<file path="config.mk">
export PLATFORM = sky130hd
export DESIGN_NAME = clk_div_monitor
export DESIGN_NICKNAME = d
export VERILOG_FILES = /design/src/rtl/clk_div_monitor.sv
export SDC_FILE = /design/constraint.sdc
export NUM_CORES = 1
export LEC_CHECK = 0
export CAP_MARGIN = 30
export CELL_PAD_IN_SITES_DETAIL_PLACEMENT = 0
export CELL_PAD_IN_SITES_GLOBAL_PLACEMENT = 2
export CORE_MARGIN = 5
export CORE_UTILIZATION = 30
export CTS_BUF_LIST = sky130_fd_sc_hd__clkbuf_8 sky130_fd_sc_hd__clkbuf_16
export CTS_CLUSTER_DIAMETER = 50
export DETAILED_ROUTE_END_ITERATION = 16
export PLACE_DENSITY_LB_ADDON = 0.1
export SLEW_MARGIN = 20
export SYNTH_ARGS = -nofsm -noshare
export SYNTH_HDL_FRONTEND = slang
export SYNTH_SLANG_ARGS = --single-unit
</file>
<file path="constraint.sdc">
create_clock -name clk -period 4.9 [get_ports clk]
set_input_delay 0.98 -clock clk [delete_from_list [all_inputs] [get_ports clk]]
set_output_delay 0.98 -clock clk [all_outputs]
set_load 0.05 [all_outputs]
</file>
<file path="src/rtl/clk_div_monitor.sv">
// clk_div_monitor: measures div_in period/high time and tracks lock to DIV (optional CLK_DIV_MONITOR_SYNC_EN input synchronizer)
module clk_div_monitor #(
  parameter int DIV      = 5,
  parameter int LOCK_CNT = 4,
  parameter int CNT_W    = 8
) (
  input  logic             clk,
  input  logic             rst,
  input  logic             div_in,
  output logic [CNT_W-1:0] period_out,
  output logic [CNT_W-1:0] high_out,
  output logic             meas_valid,
  output logic             locked,
  output logic             err
);
  typedef enum logic [1:0] {IDLE, MEASURE, LOCKED} state_t;
  localparam logic [CNT_W-1:0] ONE  = CNT_W'(1);
  localparam logic [CNT_W-1:0] ONES = '1;
  localparam logic [CNT_W-1:0] DIV_C = CNT_W'(DIV);
  localparam logic [CNT_W-1:0] TO_C  = CNT_W'(2 * DIV);
  localparam logic [CNT_W-1:0] H_LO  = CNT_W'(DIV / 2);
  localparam logic [CNT_W-1:0] H_HI  = CNT_W'((DIV + 1) / 2);
  localparam logic [4:0]       LCK_C = 5'(LOCK_CNT);
  state_t           state_q, state_d;
  logic             s_q, prev_q;
  logic [CNT_W-1:0] pcnt_q, pcnt_d, hcnt_q, hcnt_d;
  logic [CNT_W-1:0] period_q, period_d, high_q, high_d;
  logic [3:0]       good_q, good_d;
  logic             mv_q, mv_d, err_q, err_d;
  logic             rise, active, good, timeout;
  logic [4:0]       good_inc;
`ifdef CLK_DIV_MONITOR_SYNC_EN
  logic [1:0] sync_q;
  // two-flop synchronizer ahead of the sample flop, then edge-detect history
  always_ff @(posedge clk or posedge rst)
    if (rst) begin
      sync_q <= '0;
      s_q    <= 1'b0;
      prev_q <= 1'b0;
    end else begin
      sync_q <= {sync_q[0], div_in};
      s_q    <= sync_q[1];
      prev_q <= s_q;
    end
`else
  // single sample flop, then edge-detect history
  always_ff @(posedge clk or posedge rst)
    if (rst) begin
      s_q    <= 1'b0;
      prev_q <= 1'b0;
    end else begin
      s_q    <= div_in;
      prev_q <= s_q;
    end
`endif
  assign rise     = s_q & ~prev_q;
  assign active   = state_q != IDLE;
  assign good     = pcnt_q == DIV_C && (hcnt_q == H_LO || hcnt_q == H_HI);
  assign timeout  = active && !rise && pcnt_q == TO_C;
  assign good_inc = {1'b0, good_q} + 5'd1;
  // period/high counters: restart on rise, idle at zero, saturate at all-ones
  always_comb begin
    pcnt_d = rise ? ONE : (!active || timeout) ? '0 : (pcnt_q == ONES) ? pcnt_q : pcnt_q + ONE;
    hcnt_d = rise ? ONE : (!active || timeout) ? '0 : (s_q && hcnt_q != ONES) ? hcnt_q + ONE : hcnt_q;
  end
  // next state, measurement capture and error/lock decisions; rise wins over timeout
  always_comb begin
    state_d  = state_q;
    good_d   = good_q;
    period_d = period_q;
    high_d   = high_q;
    mv_d     = 1'b0;
    err_d    = 1'b0;
    if (rise) begin
      if (!active) state_d = MEASURE;
      else begin
        mv_d     = 1'b1;
        period_d = pcnt_q;
        high_d   = hcnt_q;
        if (!good) begin
          err_d   = 1'b1;
          good_d  = '0;
          state_d = MEASURE;
        end else if (state_q == MEASURE) begin
          good_d  = good_inc[3:0];
          state_d = (good_inc >= LCK_C) ? LOCKED : MEASURE;
        end
      end
    end else if (timeout) begin
      err_d   = 1'b1;
      good_d  = '0;
      state_d = IDLE;
    end
  end
  // state and measurement registers
  always_ff @(posedge clk or posedge rst)
    if (rst) begin
      state_q  <= IDLE;
      pcnt_q   <= '0;
      hcnt_q   <= '0;
      good_q   <= '0;
      period_q <= '0;
      high_q   <= '0;
      mv_q     <= 1'b0;
      err_q    <= 1'b0;
    end else begin
      state_q  <= state_d;
      pcnt_q   <= pcnt_d;
      hcnt_q   <= hcnt_d;
      good_q   <= good_d;
      period_q <= period_d;
      high_q   <= high_d;
      mv_q     <= mv_d;
      err_q    <= err_d;
    end
  assign period_out = period_q;
  assign high_out   = high_q;
  assign meas_valid = mv_q;
  assign err        = err_q;
  assign locked     = state_q == LOCKED;
endmodule

</file>
After elaboration in Yosys (flattened, before gate mapping)

Index checks and enable logic that the tools add are counted.
Widths: inputs -> output; s select.

Bitwise operators: 2
$lt $le $gt $ge: 1
Shifts and indexed selects: 0
Eq/ne operators: 12
Reductions and logical operators: 14
Div/mod/pow operators: 0
$mul: 0
Muxes and demuxes: 23
Add/sub/neg operators: 3

Operators with widths:

| operator            | number |
|---|---|
| $mux 8              | 6 |
| $mux 4              | 5 |
| $add 8x1->8 const B | 2 |
| $eq 8x2->1 const B  | 2 |
| $mux 2              | 6 |
| $eq 8x3->1 const B  | 1 |
| $eq 8x4->1 const B  | 1 |
| $eq 8x8->1 const B  | 1 |
| $ne 8x8->1 const B  | 1 |
| $mux 1              | 6 |
| $add 4x1->5 const B | 1 |
| $ge 5x3->1 const B  | 1 |
| $logic_and 1x1->1   | 4 |
| $ne 4x3->1 const B  | 1 |
| $reduce_and 2->1    | 2 |
| $reduce_bool 2->1   | 2 |
| $ne 3x2->1 const B  | 1 |
| $ne 3x3->1 const B  | 1 |
| $reduce_and 3->1    | 1 |
| $reduce_bool 3->1   | 1 |
| $eq 2x1->1 const B  | 1 |
| $eq 2x2->1 const B  | 1 |
| $logic_not 1->1     | 2 |
| $logic_or 1x1->1    | 2 |
| 3 further kinds     | 3 |

Output and inout bits: 19
Bits in read-only memories: 0
Word-level logic and storage cells: 65
Memories: 0
Bits in latches: 0
Bits of input ports: 3
Flip-flop bits (word level): 42
Bits in writable memories: 0

Longest topological paths before layout

Word-level depth: 8
Depth in mapped cells: 7
Gate-level depth less buffers: 7

Worst setup path before layout

Ideal clock, no wire load.

Kind: register to register
From: register pcnt_q[6]
To: register good_q[2]
Clock period less this slack: 2221 ps
Library setup time: 83 ps
Required time: 4817 ps
Slack: 2679 ps
Stages on the path, launching flop included: 6
Path buffers: 0
Data arrival time: 2138 ps
Cells stage by stage: dfrtp_1 > or4_4 > or4_4 > a21boi_4 > or4b_1 > o21ai_0

Word-level cells in the longest chain between the ends: 5
Elaborated cells on any way between the ends: 10
Those cells by class: 3 x eq/ne; 3 x mux; 4 x reduce/logical

RTL lines:

| what                     | RTL line | text |
|---|---|---|
| start: declaration       | 26       | `logic [CNT_W-1:0] pcnt_q, pcnt_d, hcnt_q, hcnt_d;` |
| start signal: assignment | 108      | `pcnt_q <= pcnt_d;` |
| $eq 8x3->1               | 58       | `assign good = pcnt_q == DIV_C && (hcnt_q == H_LO \|\| hcnt_q == H_HI);` |
| $logic_and 1x1->1        | 58       |  |
| $mux 4                   | 80       | `if (!good) begin` |
| $mux 4                   | 75       | `if (!active) state_d = MEASURE;` |
| $mux 4                   | 74       | `if (rise) begin` |
| end signal: assignment   | 110      | `good_q <= good_d;` |
| end: declaration         | 28       | `logic [3:0] good_q, good_d;` |

Parallel ways exist; a longest one is shown, timed or not. The select of a mux whose other input is x is not followed.
A chain may end at the register's enable or synchronous reset.

Worst setup path in the final report

From: register state_q[1]
To: output locked

Word-level cells in the longest chain between the ends: 1

RTL lines:

| what                     | RTL line | text |
|---|---|---|
| start: declaration       | 24       | `state_t state_q, state_d;` |
| start signal: assignment | 107      | `state_q <= state_d;` |
| $eq 2x2->1               | 120      | `assign locked = state_q == LOCKED;` |
| end: declaration         | 13       | `output logic locked,` |

Every way passes these cells.

==> results.md <==
* Max-Slew Margin vs Limit at 56.93%
* Hold_ws at 0.5034 ns
* CP Launch Type: register
* Slew Limit Fails at 0
* DR WL met2 at 1988 um
* Pre-CTS setup slack at 2.384 ns
* Worst-path fanout max at 6
* DR iter-0 viols at 32
* DP Area at 0.002275 mm2
* YS warnings at 0
* Post-synth EDFFs at 0
* Leakage power at 1.059 nW
* Top_reg_cell synth: dfrtp_1
* Worst Hold Class: reg -> reg
* Clock Skew at 0.01013 ns
* Nets at 216
* Outcome: finished, final reports clean
* Die Height at 90.92 um
* Maximum VDD drop at 0.3187 mV
* Top cell type's share of synthesized area at 53.50%
* Syn nets at 187
* Largest family of logic cells by synthesized area: simple AND/OR/NAND/NOR gates
* Tmin final at 2.659 ns
* H-tree depth at 2
* Compound-Gate Fraction of Synth Area at 9.299%
* Reg power frac at 45.0%
* Routability Congestion at 0.8642
* CP required at 3.92 ns
* Final Core Density at 37.46%
* Routed Antenna Nets at 0
* IO Pins at 22
* Worst path max stage delay at 0.80 ns
* Storage element area at 0.001051 mm2
* Initial Utilization at 30.94%
* Slew @ Worst Pin at 0.6460 ns
* First-pass GRT wire length at 7369 um
* Sink Count at 42
* First-pass DRT Iterations at 4
* Final Power at 1.088 mW
* Maxcap violations at 0
* Clk_lat worst skew at 0.30 ns
* IO buf count at 21
* PD cells at 457.5 mW/mm2
* Final setup vio count at 0
* CTS tree: yes
* WL per Instance at 15.16 um
* Largest net degree at the start of global routing at 43
* Synth top area cells: dfrtp_1 (54%), mux2_2 (9.2%), ha_1 (4.5%)
* Hpwl dp at 2957 um
* Num rows at 29
* Die ar. at 0.008266 mm2
* Commonest cells in the synthesized netlist: dfrtp_1 (42), nor2_1 (18), mux2_2 (16)
* Mux contribution to synthesized area at 9.682%
* Combinational power share at 33.4%
* DRC violations left at 0
* Post-route design area at 0.002379 mm2
* Switching Fraction at 38.86%
* Synthesized area per cell at 11.10 um2
* Diode count at 0
* Yosys top cell by area: dfrtp_1
* Fmax at 376.1 MHz
* # fillers at 617
* Clock power share at 21.6%
* Antenna violations before repair at 0
* P&R area growth vs syn at 21.08%
* Simple-gate share of the synthesized area at 18.09%
* Die X at 90.92 um
* Critical path type: reg -> out
* Congestion Overflow GR at 0
* Post-CTS Resized at 0
* RSZ-0062 raised after global routing: false
* Crit share post-route at 54.26%
* Fin. Hold Viols at 0
* Async SR Flop Fraction at 100.0%
* Max clock buf depth at 2
* CTS Buf Count at 5
* Met3 WL at 134 um
* Crit path capture type: primary output
* Mapped cell area at 0.001964 mm2
* Detail-routed via count per cell at 4.894
* Via count of the first global-routing pass at 1461
* Crit-path cells: nor2b_1 > clkdlybuf4s50_1
* Register area share after synthesis at 53.50%
* NetSw at 0.4229 mW
* Wl on met1 at 2119 um
* Critical path's slowest cell: clkdlybuf4s50_1
* Post-Syn Instances at 177
* Setup ws final at 2.241 ns
* Worst-path clk slew at 0.09 ns
* CTS Root Cell: clkbuf_8
* Internal Power at 0.6653 mW
* Gr usage total at 10.96%
* Layout cell share with drive strength beyond 1 at 15.46%
* Worst EP arrival at 1.68 ns
* DR top layer: met4
* Total wire length at 4306 um
* Multi-input logic area at 868.3 um2
* Most common cell in the netlist: dfrtp_1
* Setup tns final at 0 ns
* Post-CTS setup buffers at 0
* Total number of vias at 1390
* Synth Area in XOR/XNOR at 2.675%
* Core area at 0.006350 mm2
* Number of synthesized register bits at 42
* Placed cells at 274
* Yosys cell types at 37
* Hold Buf Count CTS at 0
* Non-filler cells, final at 284
* Synthesized-area fraction occupied by adder cells at 4.459%
==> state kept, by name, indices dropped and copies added, names as in the netlist, 2 cells and up <==
signal	cells
good_q	4
hcnt_q	8
high_out	8
pcnt_q	8
period_out	8
state_q	2
==> path summary, 6_finish.rpt <==
| check | from | to | slack, ns | cells after the start |
|---|---|---|---|---|
| worst max-delay path | state_q[1] | locked | 2.24 | 2 |
| worst min-delay path | s_q | prev_q | 0.50 | 0 |
| worst min register to register | s_q | prev_q | 0.50 | 0 |
| max in group asynchronous | rst | period_out[1] | 3.41 | 3 |
| worst max register to register | pcnt_q[6] | good_q[2] | 2.60 | 5 |
| min in group asynchronous | rst | state_q[0] | 1.12 | 3 |
==> area by class of cell <==
cell class / instances / share of cell area [%]
Clock buffer: 6 / 3.472
Clock inverter: 2 / 0.3682
Sequential cell: 42 / 44.19
Multi-Input combinational cell: 123 / 36.51
Timing Repair Buffer: 25 / 9.995
Inverter: 9 / 1.420
Tap cell: 77 / 4.051
==> placed cells by master (no fill, tap or decap), drive strengths merged, types with 5 or more instances in the layout <==
cell type / instances
nor2: 18
dfrtp: 42
nand2: 11
nand3: 11
mux2: 16
ha: 7
a21oi: 5
o21ai: 7
clkdlybuf4s50: 21
clkbuf: 7
inv: 10
==> power groups by stage <==
stage	clock, mW	combinational [mW]	sequential (mW)
5_1_grt	0.256	0.394	0.504
3_5_place_dp	0	0.368	0.498
4_1_cts	0.244	0.370	0.492
6_report	0.235	0.364	0.490
2_1_floorplan	0	0.139	0.595
3_3_place_gp	0	0.368	0.494
==> worst max-delay path: cells and delay by family (launching register included) <==
family | cells | cell delay [ns]
buf+inv | 1 | 0.80
flops | 1 | 0.43
simple gates | 1 | 0.15
==> logic make-up (layout without fill, tap and decap cells) <==
logic type               count (synthesis)  after routing
AND/OR/NAND/NOR                         66             66
multiplexers                            17             17
flip-flops                              42             42
buffers and inverters                   12             42
XOR/XNOR                                 6              6
AO/OA/AOI/OAI                           27             27
adder cells (fa/ha/maj)                  7              7
==> per-layer routing <==
layer	up-vias	track usage (%)
met5	-	0
met4	0	4.034
met3	5	3.083
met2	14	17.31
met1	688	14.28
li1	683	-
No activity file was read; power rests on OpenSTA's default activity.
